===== src/rtl/lsu_pkg.sv =====
// Purpose: shared constants, encodings and types for the load/store memory port.
// Latency: n/a (declarations and a combinational helper only).
// Backpressure: n/a.
package lsu_pkg;

  localparam int LSU_XLEN = 32;

  // RISC-V funct3 for loads/stores
  localparam logic [2:0] F3_B  = 3'b000;
  localparam logic [2:0] F3_H  = 3'b001;
  localparam logic [2:0] F3_W  = 3'b010;
  localparam logic [2:0] F3_BU = 3'b100;
  localparam logic [2:0] F3_HU = 3'b101;

  // port B store-size encodings
  localparam logic [2:0] SC_NONE = 3'b000;
  localparam logic [2:0] SC_BYTE = 3'b001;
  localparam logic [2:0] SC_HALF = 3'b010;
  localparam logic [2:0] SC_WORD = 3'b100;

  typedef enum logic [1:0] {
    IDLE = 2'd0,
    RD   = 2'd1,
    RESP = 2'd2
  } lsu_state_t;

  // Stores only exist for B/H/W; loads add the unsigned B/H variants.
  function automatic logic f3_legal(input logic we, input logic [2:0] f3);
    if (we) return (f3 == F3_B) || (f3 == F3_H) || (f3 == F3_W);
    return (f3 == F3_B) || (f3 == F3_H) || (f3 == F3_W) ||
           (f3 == F3_BU) || (f3 == F3_HU);
  endfunction

endpackage


===== src/rtl/lsu_mem_port_if.sv =====
// Purpose: bundles the request/response handshakes and the port-B memory bus.
// Ports: req_* (valid/ready request), resp_* (valid/ready response), mem_* (port B).
// Modports: slave = load/store unit side, master = pipeline + memory side.
interface lsu_mem_port_if;
  import lsu_pkg::*;

  logic                req_valid;
  logic                req_ready;
  logic                req_we;
  logic [2:0]          req_funct3;
  logic [LSU_XLEN-1:0] req_addr;
  logic [LSU_XLEN-1:0] req_wdata;

  logic                resp_valid;
  logic                resp_ready;
  logic [LSU_XLEN-1:0] resp_rdata;
  logic                resp_err;

  logic                mem_en;
  logic [LSU_XLEN-1:0] mem_addr;
  logic [LSU_XLEN-1:0] mem_din;
  logic [2:0]          storecntrl_b;
  logic [3:0]          mem_wen;
  logic [LSU_XLEN-1:0] mem_dout;

  modport slave (
    input  req_valid, req_we, req_funct3, req_addr, req_wdata,
    input  resp_ready, mem_dout,
    output req_ready, resp_valid, resp_rdata, resp_err,
    output mem_en, mem_addr, mem_din, storecntrl_b, mem_wen
  );

  modport master (
    output req_valid, req_we, req_funct3, req_addr, req_wdata,
    output resp_ready, mem_dout,
    input  req_ready, resp_valid, resp_rdata, resp_err,
    input  mem_en, mem_addr, mem_din, storecntrl_b, mem_wen
  );

endinterface


===== src/rtl/lsu_load_extend.sv =====
// Purpose: sign/zero-extends raw load data according to funct3.
// Ports: funct3 (load type), raw (logical-order word), ext (extended result).
// Latency: combinational; no backpressure.
module lsu_load_extend
  import lsu_pkg::*;
(
  input  logic [2:0]          funct3,
  input  logic [LSU_XLEN-1:0] raw,
  output logic [LSU_XLEN-1:0] ext
);

  always_comb begin
    ext = '0;
    case (funct3)
      F3_B:    ext = {{24{raw[7]}}, raw[7:0]};
      F3_BU:   ext = {24'h0, raw[7:0]};
      F3_H:    ext = {{16{raw[15]}}, raw[15:0]};
      F3_HU:   ext = {16'h0, raw[15:0]};
      F3_W:    ext = raw;
      default: ext = '0;
    endcase
  end

endmodule


===== src/rtl/lsu_mem_port.sv =====
// Purpose: single-outstanding load/store unit driving memory port B.
// Latency: accept->resp_valid is 2 cycles for loads, 1 for stores/illegal requests.
// Backpressure: req_ready drops while a load is in flight or a response is held unconsumed.
// Ports: clk, rst_n (async active-low), bus (lsu_mem_port_if.slave: req/resp handshakes + port B).
module lsu_mem_port
  import lsu_pkg::*;
#(
  parameter int XLEN = LSU_XLEN
)(
  input  logic              clk,
  input  logic              rst_n,
  lsu_mem_port_if.slave     bus
);

  lsu_state_t      state_q, state_d;
  logic [2:0]      ld_funct3_q;
  logic [XLEN-1:0] rdata_q;
  logic            err_q;

  logic            req_ready;
  logic            accept;
  logic            legal;
  logic            store_go;
  logic [2:0]      sc;
  logic [3:0]      lmask;
  logic [7:0]      wen_rot;
  logic [XLEN-1:0] ext_data;

  always_comb legal = f3_legal(bus.req_we, bus.req_funct3);

  // A held response frees the slot in the same cycle it is consumed.
  always_comb begin
    req_ready = 1'b0;
    if (state_q == IDLE) req_ready = 1'b1;
    if (state_q == RESP && bus.resp_ready) req_ready = 1'b1;
  end

  assign accept   = bus.req_valid & req_ready;
  assign store_go = accept & legal & bus.req_we;

  always_comb begin
    sc    = SC_NONE;
    lmask = 4'b0000;
    case (bus.req_funct3)
      F3_B:    begin sc = SC_BYTE; lmask = 4'b0001; end
      F3_H:    begin sc = SC_HALF; lmask = 4'b0011; end
      F3_W:    begin sc = SC_WORD; lmask = 4'b1111; end
      default: begin sc = SC_NONE; lmask = 4'b0000; end
    endcase
  end

  // 4-bit rotate-left: shift the doubled mask and keep the upper nibble.
  assign wen_rot = {lmask, lmask} << bus.req_addr[1:0];

  assign bus.req_ready    = req_ready;
  assign bus.mem_en       = accept & legal;
  assign bus.mem_addr     = bus.req_addr;
  assign bus.mem_din      = bus.req_wdata;
  assign bus.storecntrl_b = store_go ? sc : SC_NONE;
  assign bus.mem_wen      = store_go ? wen_rot[7:4] : 4'b0000;

  lsu_load_extend u_ext (
    .funct3 (ld_funct3_q),
    .raw    (bus.mem_dout),
    .ext    (ext_data)
  );

  always_ff @(posedge clk or negedge rst_n) begin
    if (!rst_n) state_q <= IDLE;
    else        state_q <= state_d;
  end

  always_comb begin
    state_d = state_q;
    case (state_q)
      IDLE: if (accept) state_d = (legal && !bus.req_we) ? RD : RESP;
      RD:   state_d = RESP;
      RESP: begin
        if (accept)              state_d = (legal && !bus.req_we) ? RD : RESP;
        else if (bus.resp_ready) state_d = IDLE;
      end
      default: state_d = IDLE;
    endcase
  end

  // Stores and illegal requests answer straight from the accept edge;
  // loads overwrite the response with extended data when leaving RD.
  always_ff @(posedge clk or negedge rst_n) begin
    if (!rst_n) begin
      ld_funct3_q <= 3'b000;
      rdata_q     <= '0;
      err_q       <= 1'b0;
    end else if (accept) begin
      ld_funct3_q <= bus.req_funct3;
      rdata_q     <= '0;
      err_q       <= ~legal;
    end else if (state_q == RD) begin
      rdata_q     <= ext_data;
      err_q       <= 1'b0;
    end
  end

  assign bus.resp_valid = (state_q == RESP);
  assign bus.resp_rdata = rdata_q;
  assign bus.resp_err   = err_q;

endmodule


===== src/flat_wrapper.sv =====
// flat-port wrapper written by rule: the top's interface ports become plain ports
module lsu_mem_port_flat import lsu_pkg::*;
#(
  parameter int XLEN = LSU_XLEN
)
  (clk, rst_n, bus_req_valid, bus_req_we, bus_req_funct3, bus_req_addr, bus_req_wdata, bus_resp_ready, bus_mem_dout, bus_req_ready, bus_resp_valid, bus_resp_rdata, bus_resp_err, bus_mem_en, bus_mem_addr, bus_mem_din, bus_storecntrl_b, bus_mem_wen);
  lsu_mem_port_if bus_i ();
  input  logic clk;
  input  logic rst_n;
  input wire logic [$bits(bus_i.req_valid)-1:0] bus_req_valid;
  input wire logic [$bits(bus_i.req_we)-1:0] bus_req_we;
  input wire logic [$bits(bus_i.req_funct3)-1:0] bus_req_funct3;
  input wire logic [$bits(bus_i.req_addr)-1:0] bus_req_addr;
  input wire logic [$bits(bus_i.req_wdata)-1:0] bus_req_wdata;
  input wire logic [$bits(bus_i.resp_ready)-1:0] bus_resp_ready;
  input wire logic [$bits(bus_i.mem_dout)-1:0] bus_mem_dout;
  output wire logic [$bits(bus_i.req_ready)-1:0] bus_req_ready;
  output wire logic [$bits(bus_i.resp_valid)-1:0] bus_resp_valid;
  output wire logic [$bits(bus_i.resp_rdata)-1:0] bus_resp_rdata;
  output wire logic [$bits(bus_i.resp_err)-1:0] bus_resp_err;
  output wire logic [$bits(bus_i.mem_en)-1:0] bus_mem_en;
  output wire logic [$bits(bus_i.mem_addr)-1:0] bus_mem_addr;
  output wire logic [$bits(bus_i.mem_din)-1:0] bus_mem_din;
  output wire logic [$bits(bus_i.storecntrl_b)-1:0] bus_storecntrl_b;
  output wire logic [$bits(bus_i.mem_wen)-1:0] bus_mem_wen;
  assign bus_i.req_valid = bus_req_valid;
  assign bus_i.req_we = bus_req_we;
  assign bus_i.req_funct3 = bus_req_funct3;
  assign bus_i.req_addr = bus_req_addr;
  assign bus_i.req_wdata = bus_req_wdata;
  assign bus_i.resp_ready = bus_resp_ready;
  assign bus_i.mem_dout = bus_mem_dout;
  assign bus_req_ready = bus_i.req_ready;
  assign bus_resp_valid = bus_i.resp_valid;
  assign bus_resp_rdata = bus_i.resp_rdata;
  assign bus_resp_err = bus_i.resp_err;
  assign bus_mem_en = bus_i.mem_en;
  assign bus_mem_addr = bus_i.mem_addr;
  assign bus_mem_din = bus_i.mem_din;
  assign bus_storecntrl_b = bus_i.storecntrl_b;
  assign bus_mem_wen = bus_i.mem_wen;
  lsu_mem_port #(.XLEN(XLEN)) u_core (.clk(clk), .rst_n(rst_n), .bus(bus_i));
endmodule

===== config.mk =====
export PLATFORM = sky130hd
export DESIGN_NAME = lsu_mem_port_flat
export DESIGN_NICKNAME = d
export VERILOG_FILES = /design/src/rtl/lsu_pkg.sv /design/src/rtl/lsu_mem_port_if.sv /design/src/rtl/lsu_load_extend.sv /design/src/rtl/lsu_mem_port.sv /design/src/flat_wrapper.sv
export SDC_FILE = /design/constraint.sdc
export NUM_CORES = 1
export LEC_CHECK = 0
export ABC_AREA = 1
export BUFFER_PORTS_ARGS = -buffer_cell sky130_fd_sc_hd__buf_2
export CORE_AREA = 2 2 82 84
export CTS_CLUSTER_SIZE = 40
export DETAILED_ROUTE_END_ITERATION = 8
export DIE_AREA = 0 0 84 86
export PLACE_DENSITY = 0.8
export SYNTH_ARGS = -nofsm -noshare
export SYNTH_HDL_FRONTEND = slang
export SYNTH_SLANG_ARGS = --single-unit

===== constraint.sdc =====
create_clock -name clk -period 2.74 [get_ports clk]
set_clock_uncertainty 0.2 [all_clocks]
set_input_delay 0.548 -clock clk [delete_from_list [all_inputs] [get_ports clk]]
set_output_delay 0.548 -clock clk [all_outputs]
set_load 0.03 [all_outputs]

=== After elaboration in Yosys (flattened, before gate mapping) ===
Index checks and enable logic that the tools add are counted.

* Bits in registers: 38
* Bits of input ports: 104
* Output and inout port bits: 107

* Eq/ne operators: 12
* Shifts and indexed selects: 1
* Multiplexer cells: 19
* Bitwise logic cells: 4
* Reductions and logical operators: 12

{| class="wikitable"
|+ Operator list
! kind !! count
|-
| 32-bit one-hot mux with 5 select lines || 1
|-
| 32-bit 2-to-1 mux || 2
|-
| 3-bit == test, second input constant || 4
|-
| 4-bit one-hot mux with 3 select lines || 1
|-
| 3-bit one-hot mux with 3 select lines || 1
|-
| 2-bit 2-to-1 mux || 4
|-
| 8-bit by 2-bit left shift with 8-bit output || 1
|-
| 1-bit 2-to-1 mux || 7
|-
| 3-bit by 1-bit == test with 1-bit output, second input constant || 2
|-
| 3-bit by 2-bit == test with 1-bit output, second input constant || 2
|-
| 3-bit zero test || 2
|-
| 2-bit one-hot mux with 3 select lines || 1
|-
| 1-bit logical OR || 4
|-
| 4-bit 2-to-1 mux || 1
|-
| 1-bit bitwise AND || 3
|-
| 3-bit 2-to-1 mux || 1
|-
| 3-bit by 2-bit inequality test with 1-bit output, second input constant || 1
|-
| 2-bit by 1-bit == test with 1-bit output, second input constant || 1
|-
| 2-bit == test, second input constant || 1
|-
| 1-bit logical AND || 2
|-
| 2-bit zero test || 1
|-
| 2-bit by 1-bit inequality test with 1-bit output, second input constant || 1
|-
| 2-bit AND reduction || 1
|-
| 2-bit nonzero test || 1
|-
| other kinds (2) || 2
|}

=== Depth between registers and ports, before layout ===
Gate-level depths: netlist of run 1.

* Depth in word-level cells: 10
* Depth in mapped cells: 8
* Mapped depth without buffers: 7

=== By module ===
A second synthesis of run 1 with hierarchy kept.

* Cell total of the unflattened synthesis: 424
* Area, all modules: 2967.8 um^2

{| class="wikitable"
|+ By module, submodules not included
! module !! times used !! cells each !! area an instance (um^2)
|-
| lsu_mem_port || 1 || 340 || 2439.8
|-
| lsu_load_extend || 1 || 84 || 528.0
|}

=== Worst setup path before layout of run 1 ===
Ideal clock, no wire load.

* Path type: input port to output port
* From: in bus_resp_ready
* To: out bus_mem_wen[0]
* Data arrival time: 1.747 ns
* Required time: 1.992 ns
* Slack: 0.245 ns
* Cell stages on the path: 6
* Buffers on the path: 0
* Path through: inv_1 -> nand2_1 -> nand3_2 -> nor2_2 -> nand2_2 -> nor2_1

* Cells in the longest elaborated chain, start to end: 6

{| class="wikitable"
|+ RTL lines
! item !! line !! text
|-
| start: declaration || flat_wrapper.sv:15 || <nowiki>input wire logic [$bits(bus_i.resp_ready)-1:0] bus_resp_ready;</nowiki>
|-
| 1-bit logical AND || lsu_mem_port.sv:35 || <nowiki>if (state_q == RESP && bus.resp_ready) req_ready = 1'b1;</nowiki>
|-
| 1-bit 2-to-1 mux || lsu_mem_port.sv:35 ||
|-
| 1-bit bitwise AND || lsu_mem_port.sv:38 || <nowiki>assign accept = bus.req_valid & req_ready;</nowiki>
|-
| 1-bit bitwise AND || - ||
|-
| net bus_mem_en || flat_wrapper.sv:21 || <nowiki>output wire logic [$bits(bus_i.mem_en)-1:0] bus_mem_en;</nowiki>
|-
| 1-bit bitwise AND || lsu_mem_port.sv:39 || <nowiki>assign store_go = accept & legal & bus.req_we;</nowiki>
|-
| 4-bit 2-to-1 mux || lsu_mem_port.sv:60 || <nowiki>assign bus.mem_wen = store_go ? wen_rot[7:4] : 4'b0000;</nowiki>
|-
| end: declaration || flat_wrapper.sv:25 || <nowiki>output wire logic [$bits(bus_i.mem_wen)-1:0] bus_mem_wen;</nowiki>
|}

The timed path passes the listed nets, and every way through them passes these cells.

=== Worst setup path after layout of run 1 ===
* From: reg u_core.state_q[0]
* To: out bus_mem_wen[2]

* Cells in the longest elaborated chain, start to end: 7
* Elaborated cells on any way between the ends: 9
* Those cells by class: 1 x eq/ne; 3 x mux; 3 x bitwise; 2 x reduce/logical

{| class="wikitable"
|+ RTL lines
! item !! line !! text
|-
| start: declaration || lsu_mem_port.sv:15 || <nowiki>lsu_state_t state_q, state_d;</nowiki>
|-
| start signal: assignment || lsu_mem_port.sv:70 || <nowiki>else state_q <= state_d;</nowiki>
|-
| 2-bit zero test / 2-bit == test (equally long branches) || lsu_mem_port.sv:34, lsu_mem_port.sv:35 ||
|-
| 1-bit 2-to-1 mux / 1-bit logical AND (equally long branches) || lsu_mem_port.sv:34, lsu_mem_port.sv:35 ||
|-
| 1-bit 2-to-1 mux (*) || lsu_mem_port.sv:35 ||
|-
| 1-bit bitwise AND (*) || lsu_mem_port.sv:38 ||
|-
| 1-bit bitwise AND (*) (2 in a row) || lsu_mem_port.sv:39 ||
|-
| 4-bit 2-to-1 mux (*) || lsu_mem_port.sv:60 ||
|}

Every way passes the cells marked *; elsewhere a longest branch is shown, timed or not.

==> reports/results.ini, run 1 <==
[floorplanning]
die_area_um2 = 7224
initial_core_util = 0.3797
die_y_um = 86
ios = 211
fp-row-count = 29
fp.dieW_um = 84
core_area_um2 = 6277

[drt]
viasPerCell = 4.692
drcViolationCount = 0
drt-wirelength-per-cell_um = 12.08
drt_iter0_drc = 64
ant_nets = 0
routed_wirelength_um = 5183
vias = 2013
dr.pass1.iters = 4

[grt]
grt_pass1_wl_um = 8487
grt_pass1_vias = 1909
grt_antenna_before_repair = 0
grt.overflow.total = 0
grt.total_usage = 0.1456
grt_start_max_net_pins = 39

[yosys]
yosysWarnings = 0
netlist.area_leader.share = 0.3990
netlist_area_um2 = 2384
synthTopCellsByArea = dfrtp_1 40%, nand2_1 25%, buf_4 21%, nand3_1 4.0%, nor2_1 2.5%
synth_seq_area_share = 0.3990
ys_ff_latch = 38
synth.distinct_cells = 16
syn_avg_cell_area_um2 = 7.201
synth_top_cell_by_area = dfrtp_1
syn_inst = 331
syn-num-nets = 435

[layout]
antenna_cells = 0
syn2layout_area_growth_pct = 4.042
drive_gt1_frac = 0.3040
final_cells = 429
final_area_um2 = 2480
finalNetCount = 455
fillCellCount = 666

[min_path]
hp-class = in -> async

[clock_tree]
cts_buffers = 5
cts_hold_buf = 0
htree_levels = 2
cts_tree = built
root_buffer = clkbuf_8
insertion_delay_ps = 280
clkTransAtPathRegs_ps = 80
clockBufferDepth = 2
cts.sinks = 38
post_cts_resized = 0
cts_setup_buffers = 0

[outcome]
status = completed

[place]
placed_cells = 421
dp_hpwl_um = 3809
gp_congestion = 0.8072
portBuffers = 86
place_area_um2 = 2371

[timing]
slew_headroom = 0.4398
hold_viol = 0
finalCriticalPeriod_ps = 2304
fmax_ghz = 0.4341
finalSetupTns_ps = 0
setup_viol = 0
fin_crit_sh = 0.8408
tightestPinTransition_ps = 840.3
rsz0062_at_grt = false
report.final.slew_viol_count = 0

[critical_path]
reg2reg_depth = 6
critPathArrivalTime_ps = 1560
r2r_setup_slack_ps = 1020
worstSetupStartpointType = flop
end_kind = output port
critPathMaxFanout = 8
timing.rr.start = u_core.ld_funct3_q[0]$_DFFE_PN0N_
reg2reg_to = u_core.bus.resp_rdata[8]$_DFFE_PN0P_
crit_type = reg -> out
cp.required_ps = 1990

[power_and_ir_drop]
leakage_nw = 1.597
powerDensity_nw_per_um2 = 601.2
peakVddDrop_uv = 233.1
p_total_mw = 1.491

[run]
maxCapViolCount = 0

cell usage after synthesis:
cell type,count
buf_4,68
nand2_2,3
a21oi_1,1
o21ai_0,4
dfrtp_1,38
nor2_1,16
inv_2,4
nand4_1,2
nor2_2,3
nand3_1,19
nand2_1,156
buf_2,5
nor3_1,1
inv_1,8
nand3_2,2
buf_6,1
how the worst max path moves through the flow:
| stage | startpoint | to | slack (ps) | depth (start not counted) |
|---|---|---|---|---|
| floorplan | bus_resp_ready | bus_mem_wen[0] | 240 | 6 |
| global placement | bus_resp_ready | bus_mem_wen[3] | 510 | 8 |
| detailed placement | bus_resp_ready | bus_mem_wen[1] | 470 | 8 |
| CTS | u_core.state_q[0]$_DFFE_PN0P_ | bus_mem_wen[2] | 410 | 6 |
| global route | u_core.state_q[0]$_DFFE_PN0P_ | bus_mem_wen[2] | 270 | 6 |
| finish | u_core.state_q[0]$_DFFE_PN0P_ | bus_mem_wen[2] | 440 | 6 |
metal layers:
| layer | vias up | share of wire | global-route usage |
|---|---|---|---|
| li1 | 984 | - | - |
| met1 | 909 | 0.41 | 0.1586 |
| met2 | 108 | 0.48 | 0.2582 |
| met3 | 12 | 0.094 | 0.05197 |
| met4 | 0 | 0.016 | 0.06012 |
| met5 | - | 0 | 0 |
critical path, stage by stage, from the launching register on:
cell and delay (ps):
dfrtp_1 420, inv_2 80, nand3_2 170, nor2_2 180, nand2_2 110, nor2_1 120, buf_2 200
state kept, by name, summed over array words and instances (netlist names):
register / cells
u_core.ld_funct3_q: 3
u_core.state_q: 2
u_core.bus.resp_rdata: 32
u_core.bus.resp_err: 1
final cells by class:
cell class              count  area [µm²]  share of cell area
well taps                  77       96.34             0.03885
clock inverters             3       40.04             0.01615
flip-flops and latches     38       950.9              0.3835
inverters                  12       45.04             0.01816
repair buffers             87       437.9              0.1766
clock buffers               5       68.82             0.02775
multi-input cells         207       840.8              0.3391
logic make-up (layout without fill, tap and decap cells):
| family | count (synthesis) | count (layout) | synth area share |
|---|---|---|---|
| AOI/OAI and AO/OA | 5 | 5 | 0.01050 |
| buffers and inverters | 86 | 107 | 0.2483 |
| and+or+nand+nor | 202 | 202 | 0.3423 |
| DFF | 38 | 38 | 0.3989 |
power breakdown:
part | switching [mW] | internal [mW]
logic | 0.279 | 0.119
registers | 0.0257 | 0.606
clock network | 0.194 | 0.268
total | 0.499 | 0.992
per-stage QoR:
step	setup WS (ps)	hold WS (ps)	utilization
5_1_grt	274.7	220.3	0.3951
6_report	436.2	152.9	0.3951
3_5_place_dp	466.0	253.1	0.3777
2_1_floorplan	244.7	52.41	-
4_1_cts	410.5	190.0	0.3951
3_3_place_gp	510.3	249.0	0.3777
cells in the final DEF (no fill, tap or decap):
| cell type | n |
|---|---|
| inv_1 | 8 |
| clkbuf_8 | 5 |
| nand3_2 | 2 |
| inv_2 | 4 |
| buf_4 | 1 |
| o21ai_0 | 4 |
| nand4_1 | 2 |
| bufinv_16 | 1 |
| nor2_2 | 3 |
| buf_2 | 86 |
| nand3_1 | 19 |
| nand2_2 | 3 |
| a21oi_1 | 1 |
| nand2_1 | 156 |
| nor3_1 | 1 |
| nor2_1 | 16 |
| dfrtp_1 | 38 |
| clkinv_2 | 2 |
Note: power is estimated with default switching activity, not from simulation.
==> run 2, diff against run 1 <==
--- a/config.mk
+++ b/config.mk
@@ -7,11 +7,11 @@
 export LEC_CHECK = 0
 export ABC_AREA = 1
 export BUFFER_PORTS_ARGS = -buffer_cell sky130_fd_sc_hd__buf_2
-export CORE_AREA = 2 2 82 84
+export CORE_MARGIN = 2
+export CORE_UTILIZATION = 34
 export CTS_CLUSTER_SIZE = 40
 export DETAILED_ROUTE_END_ITERATION = 8
-export DIE_AREA = 0 0 84 86
-export PLACE_DENSITY = 0.8
+export PLACE_DENSITY = 0.77
 export SYNTH_ARGS = -nofsm -noshare
 export SYNTH_HDL_FRONTEND = slang
 export SYNTH_SLANG_ARGS = --single-unit
==> constraint.sdc (replaced) <==
create_clock -name clk -period 1.9 [get_ports clk]
set_clock_uncertainty 0.2 [all_clocks]
set_input_delay 0.38 -clock clk [delete_from_list [all_inputs] [get_ports clk]]
set_output_delay 0.38 -clock clk [all_outputs]
set_load 0.03 [all_outputs]
==> reports/results.ini, run 2 (synthesis results as in run 1) <==
[layout]
drive_gt1_frac = 0.3550
final_cell_mix = 155 x nand2_1, 78 x buf_2, 38 x dfrtp_1
final_cells = 465
multiInputGateArea_um2 = 924.6
finalNetCount = 472
antenna_cells = 0
fillCellCount = 707
syn2layout_area_growth_pct = 15.38
layout.cells.most_common = nand2_1
final_area_um2 = 2750
largest_reg_flops = 32
regArea_um2 = 950.9

[drt]
ant_nets = 0
vias = 2056
dr.pass1.iters = 4
routed_wirelength_um = 5565
drt_iter0_drc = 73
drt-wirelength-per-cell_um = 11.97
drcViolationCount = 0
viasPerCell = 4.422

[clock_tree]
cts.sinks = 38
cts_tree = built
cts_buffers = 5
root_buffer = clkbuf_8
insertion_delay_ps = 280
htree_levels = 2
clockBufferDepth = 2
clkTransAtPathRegs_ps = 70

[floorplanning]
ios = 211
fp.dieW_um = 87.73
die_area_um2 = 7697
die_y_um = 87.73
fp-row-count = 30
initial_core_util = 0.3508
core_area_um2 = 6794

[grt]
grt_pass1_wl_um = 8818
grt.total_usage = 0.1442
top_usage_layer = met2
grt_start_max_net_pins = 25
grt_pass1_vias = 1944
grt_antenna_before_repair = 0
grt.overflow.total = 0
grt_util_met2 = 0.2438
grt_util_met1 = 0.1737
use_met3 = 0.03959

[timing]
slew_headroom = 0.6607
fmax_ghz = 0.5048
finalCriticalPeriod_ps = 1981
fin_crit_sh = 1.043
tightestPinTransition_ps = 508.4
hold_viol = 0
report.final.slew_viol_count = 0
rsz0062_at_grt = true
setup_viol = 7
layout_setup_ws_ps = -81.03

[critical_path]
worstSetupStartpointType = flop
cp.required_ps = 1320
slowest_stage = dfrtp_1
path_delay_family = simple AND/OR/NAND/NOR gates
critPathMaxFanout = 7
cp_common_cell = nor2_4
crit_type = reg -> out
end_kind = output port
crit_path_cell_trace = nand2_2 -> nand3_4 -> nor2_4 -> nand2_8 -> nor2_4 -> buf_6
critPathArrivalTime_ps = 1400
max_stage_delay_ps = 400
cp_num_buf_inv = 1

[place]
placed_cells = 452
portBuffers = 86
dp_hpwl_um = 4058
place_area_um2 = 2547
pre_cts_ws_ps = -65.20
gp_congestion = 0.6982

[min_path]
hp-class = in -> reg

[outcome]
status = finished with violations
violations = negative setup slack

[run]
maxCapViolCount = 0

[power_and_ir_drop]
powerDensity_nw_per_um2 = 774.5
leakage_nw = 1.681
peakVddDrop_uv = 270.6

-- run 2: cell types whose count changed in the layout (fill, tap and decap cells not counted), moves of 8 or more --
cell	before	now
buf_4	1	17
buf_2	86	78
buf_6	0	8
nor2_1	16	8
nor2_4	0	8
-- run 2: stage by stage --
stage	setup TNS (ps)	power [mW]	hold WS, ps	utilization
2_1_floorplan	0	1.598	-115.6	-
3_3_place_gp	-138.8	1.544	134.4	0.3750
3_5_place_dp	-328.0	1.556	137.4	0.3750
4_1_cts	-607.9	2.157	90.31	0.4013
5_1_grt	-909.3	2.272	91.15	0.4048
6_report	-472.9	2.130	95.16	0.4048
-- run 2: path summary, 6_finish.rpt --
kind                       depth (start not counted)                                    end                                  from  slack (ps)
min reg2reg                                        2   u_core.bus.resp_rdata[3]$_DFFE_PN0P_  u_core.bus.resp_rdata[3]$_DFFE_PN0P_         270
max reg2reg                                        5  u_core.bus.resp_rdata[26]$_DFFE_PN0P_     u_core.ld_funct3_q[0]$_DFFE_PN0N_         280
min in group asynchronous                          2   u_core.bus.resp_rdata[7]$_DFFE_PN0P_                                 rst_n         360
max in group asynchronous                          3  u_core.bus.resp_rdata[14]$_DFFE_PN0P_                                 rst_n         630
min                                                3   u_core.bus.resp_rdata[1]$_DFFE_PN0P_                       bus_mem_dout[1]         100
max                                                6                    bus_storecntrl_b[0]         u_core.state_q[1]$_DFFE_PN0P_         -80
-- run 2: area by class of cell --
type / instances / area share
sequential: 38 / 0.3458
tap: 96 / 0.04368
multi-input combinational: 207 / 0.3362
timing repair buffer: 104 / 0.2247
clock inverter: 1 / 0.001820
inverter: 12 / 0.01638
clock buffer: 7 / 0.03139
-- run 2: worst min-delay path: stages --
cell     delay [ps]
buf_2            70
nand2_1          40
nand2_1          50
-- run 2: what timing repair did --
item	in CTS	in global routing
setup endpoints to repair	7	8
hold buffers	1	0
setup buffers	2	2
pin swaps	8	2
gates resized for setup	17	4
hold endpoints to repair	17	0
-- run 2: report_power, final --
| group | switching, mW | leakage [nW] | internal [mW] |
|---|---|---|---|
| Combinational | 0.435 | 1.11 | 0.218 |
| Clock | 0.273 | 0.0482 | 0.293 |
| Sequential | 0.0383 | 0.518 | 0.874 |
-- run 2: metal layers --
layer	vias to the layer above	routed length [µm]
met1	930	2406
met2	85	2628
li1	1021	-
met5	-	0
met3	20	394
met4	0	136
==> run 3, diff against run 2 <==
--- a/config.mk
+++ b/config.mk
@@ -6,7 +6,7 @@
 export NUM_CORES = 1
 export LEC_CHECK = 0
 export ABC_AREA = 1
-export BUFFER_PORTS_ARGS = -buffer_cell sky130_fd_sc_hd__buf_2
+export BUFFER_PORTS_ARGS = -buffer_cell sky130_fd_sc_hd__buf_4
 export CORE_MARGIN = 2
 export CORE_UTILIZATION = 34
 export CTS_CLUSTER_SIZE = 40
==> reports/results.ini, run 3 (synthesis results as in run 1) <==
[outcome]
status = finished with violations
violations = negative setup slack

[timing]
fin_crit_sh = 1.035
hold_viol = 0
rsz0062_at_grt = true
tightestPinTransition_ps = 517.0
fmax_ghz = 0.5085
setup_viol = 8
slew_headroom = 0.6549
finalCriticalPeriod_ps = 1967
report.final.slew_viol_count = 0
layout_setup_ws_ps = -66.66

[critical_path]
crit_type = reg -> out
cp.required_ps = 1320
critPathArrivalTime_ps = 1390
worstSetupStartpointType = flop
critPathMaxFanout = 7
end_kind = output port
reg2reg_depth = 5

[place]
placed_cells = 448
gp_congestion = 0.7161
portBuffers = 86
dp_hpwl_um = 4069

[power_and_ir_drop]
powerDensity_nw_per_um2 = 756.8
leakage_nw = 1.698
peakVddDrop_uv = 258.1

[layout]
drive_gt1_frac = 0.3462
final_cells = 460
layout.cells.most_common = nand2_1
finalNetCount = 467
largest_reg_flops = 32
final_cell_mix = 155 x nand2_1, 89 x buf_4, 38 x dfrtp_1
antenna_cells = 0
fin_util = 0.4300
syn2layout_area_growth_pct = 22.57

[clock_tree]
clkTransAtPathRegs_ps = 70
clockBufferDepth = 2
htree_levels = 2
cts_buffers = 5
root_buffer = clkbuf_8
insertion_delay_ps = 290
cts_tree = built
cts.sinks = 38

[drt]
dr.pass1.iters = 4
vias = 2081
drt_iter0_drc = 92
viasPerCell = 4.524
routed_wirelength_um = 5715
ant_nets = 0
drt-wirelength-per-cell_um = 12.42
drcViolationCount = 0

[grt]
grt.total_usage = 0.1495
grt_pass1_wl_um = 9163
grt.overflow.total = 0
grt_pass1_vias = 2001
grt_start_max_net_pins = 39
grt_antenna_before_repair = 0

[floorplanning]
fp.dieW_um = 87.73
ios = 211
die_area_um2 = 7697
fp-row-count = 30
die_y_um = 87.73
initial_core_util = 0.3508
core_area_um2 = 6794

[min_path]
hp-class = in -> reg
holdPathStages = 3

[run]
maxCapViolCount = 0

run 3: per-layer routing:
layer | vias to the layer above | GRT usage | wire length (µm) | part of all wire
li1 | 1007 | - | - | -
met1 | 968 | 0.1721 | 2375 | 0.42
met2 | 89 | 0.2638 | 2802 | 0.49
met3 | 17 | 0.04336 | 408 | 0.071
met4 | 0 | 0.05315 | 129 | 0.023
met5 | - | 0 | 0 | 0
run 3: layout make-up:
type	count	area (µm²)
Timing Repair Buffer	99	788.3
Fill cell	684	3872
Clock inverter	2	12.51
Inverter	12	45.04
Multi-Input combinational cell	207	922.1
Clock buffer	6	82.58
Tap cell	96	120.1
Sequential cell	38	950.9
run 3: what timing repair did:
item                                    4_1_cts  5_1_grt
gates resized for setup                      11        0
pin swaps                                     7        2
endpoints found under the setup margin        7        8
hold endpoints to repair                     38        0
setup buffers                                 2        1
hold buffers                                  1        0
run 3: report_power, final:
group / leakage (nW) / internal (mW) / switching (mW) / total (mW)
registers: 0.518 / 0.873 / 0.0403 / 0.914
clock network: 0.0472 / 0.292 / 0.297 / 0.589
logic: 1.13 / 0.272 / 0.436 / 0.708
total: 1.70 / 1.44 / 0.774 / 2.21
run 3: worst max-delay path, cell delays in order (launching register included):
cell     delay (ps)
dfrtp_1         400
nand2_2         100
nand3_4          90
nor2_4          150
nand2_8         120
nor2_4          110
buf_6           130
run 3: worst paths after layout:
| check | from | endpoint | slack [ps] |
|---|---|---|---|
| min in group asynchronous | rst_n | u_core.bus.resp_rdata[8]$_DFFE_PN0P_ | 390 |
| worst min-delay path | bus_mem_dout[1] | u_core.bus.resp_rdata[1]$_DFFE_PN0P_ | 90 |
| max in group asynchronous | rst_n | u_core.bus.resp_rdata[28]$_DFFE_PN0P_ | 770 |
| worst max-delay path | u_core.state_q[1]$_DFFE_PN0P_ | bus_mem_wen[3] | -70 |
| worst min register to register | u_core.bus.resp_rdata[7]$_DFFE_PN0P_ | u_core.bus.resp_rdata[7]$_DFFE_PN0P_ | 280 |
| worst max register to register | u_core.ld_funct3_q[0]$_DFFE_PN0N_ | u_core.bus.resp_rdata[17]$_DFFE_PN0P_ | 270 |
run 3: stage by stage:
step / hold WS [ps] / instance area (µm²) / power (mW) / TNS (ps) / setup slack [ps]
floorplan: -115.6 / 2446 / 1.598 / 0 / 5.222
global placement: 177.5 / 2745 / 1.609 / -32.87 / -8.795
detailed placement: 188.1 / 2745 / 1.623 / -421.8 / -79.14
CTS: 83.75 / 2914 / 2.242 / -581.8 / -91.73
global route: 91.12 / 2922 / 2.337 / -1019 / -137.8
finish: 90.59 / 2922 / 2.211 / -472.5 / -66.66
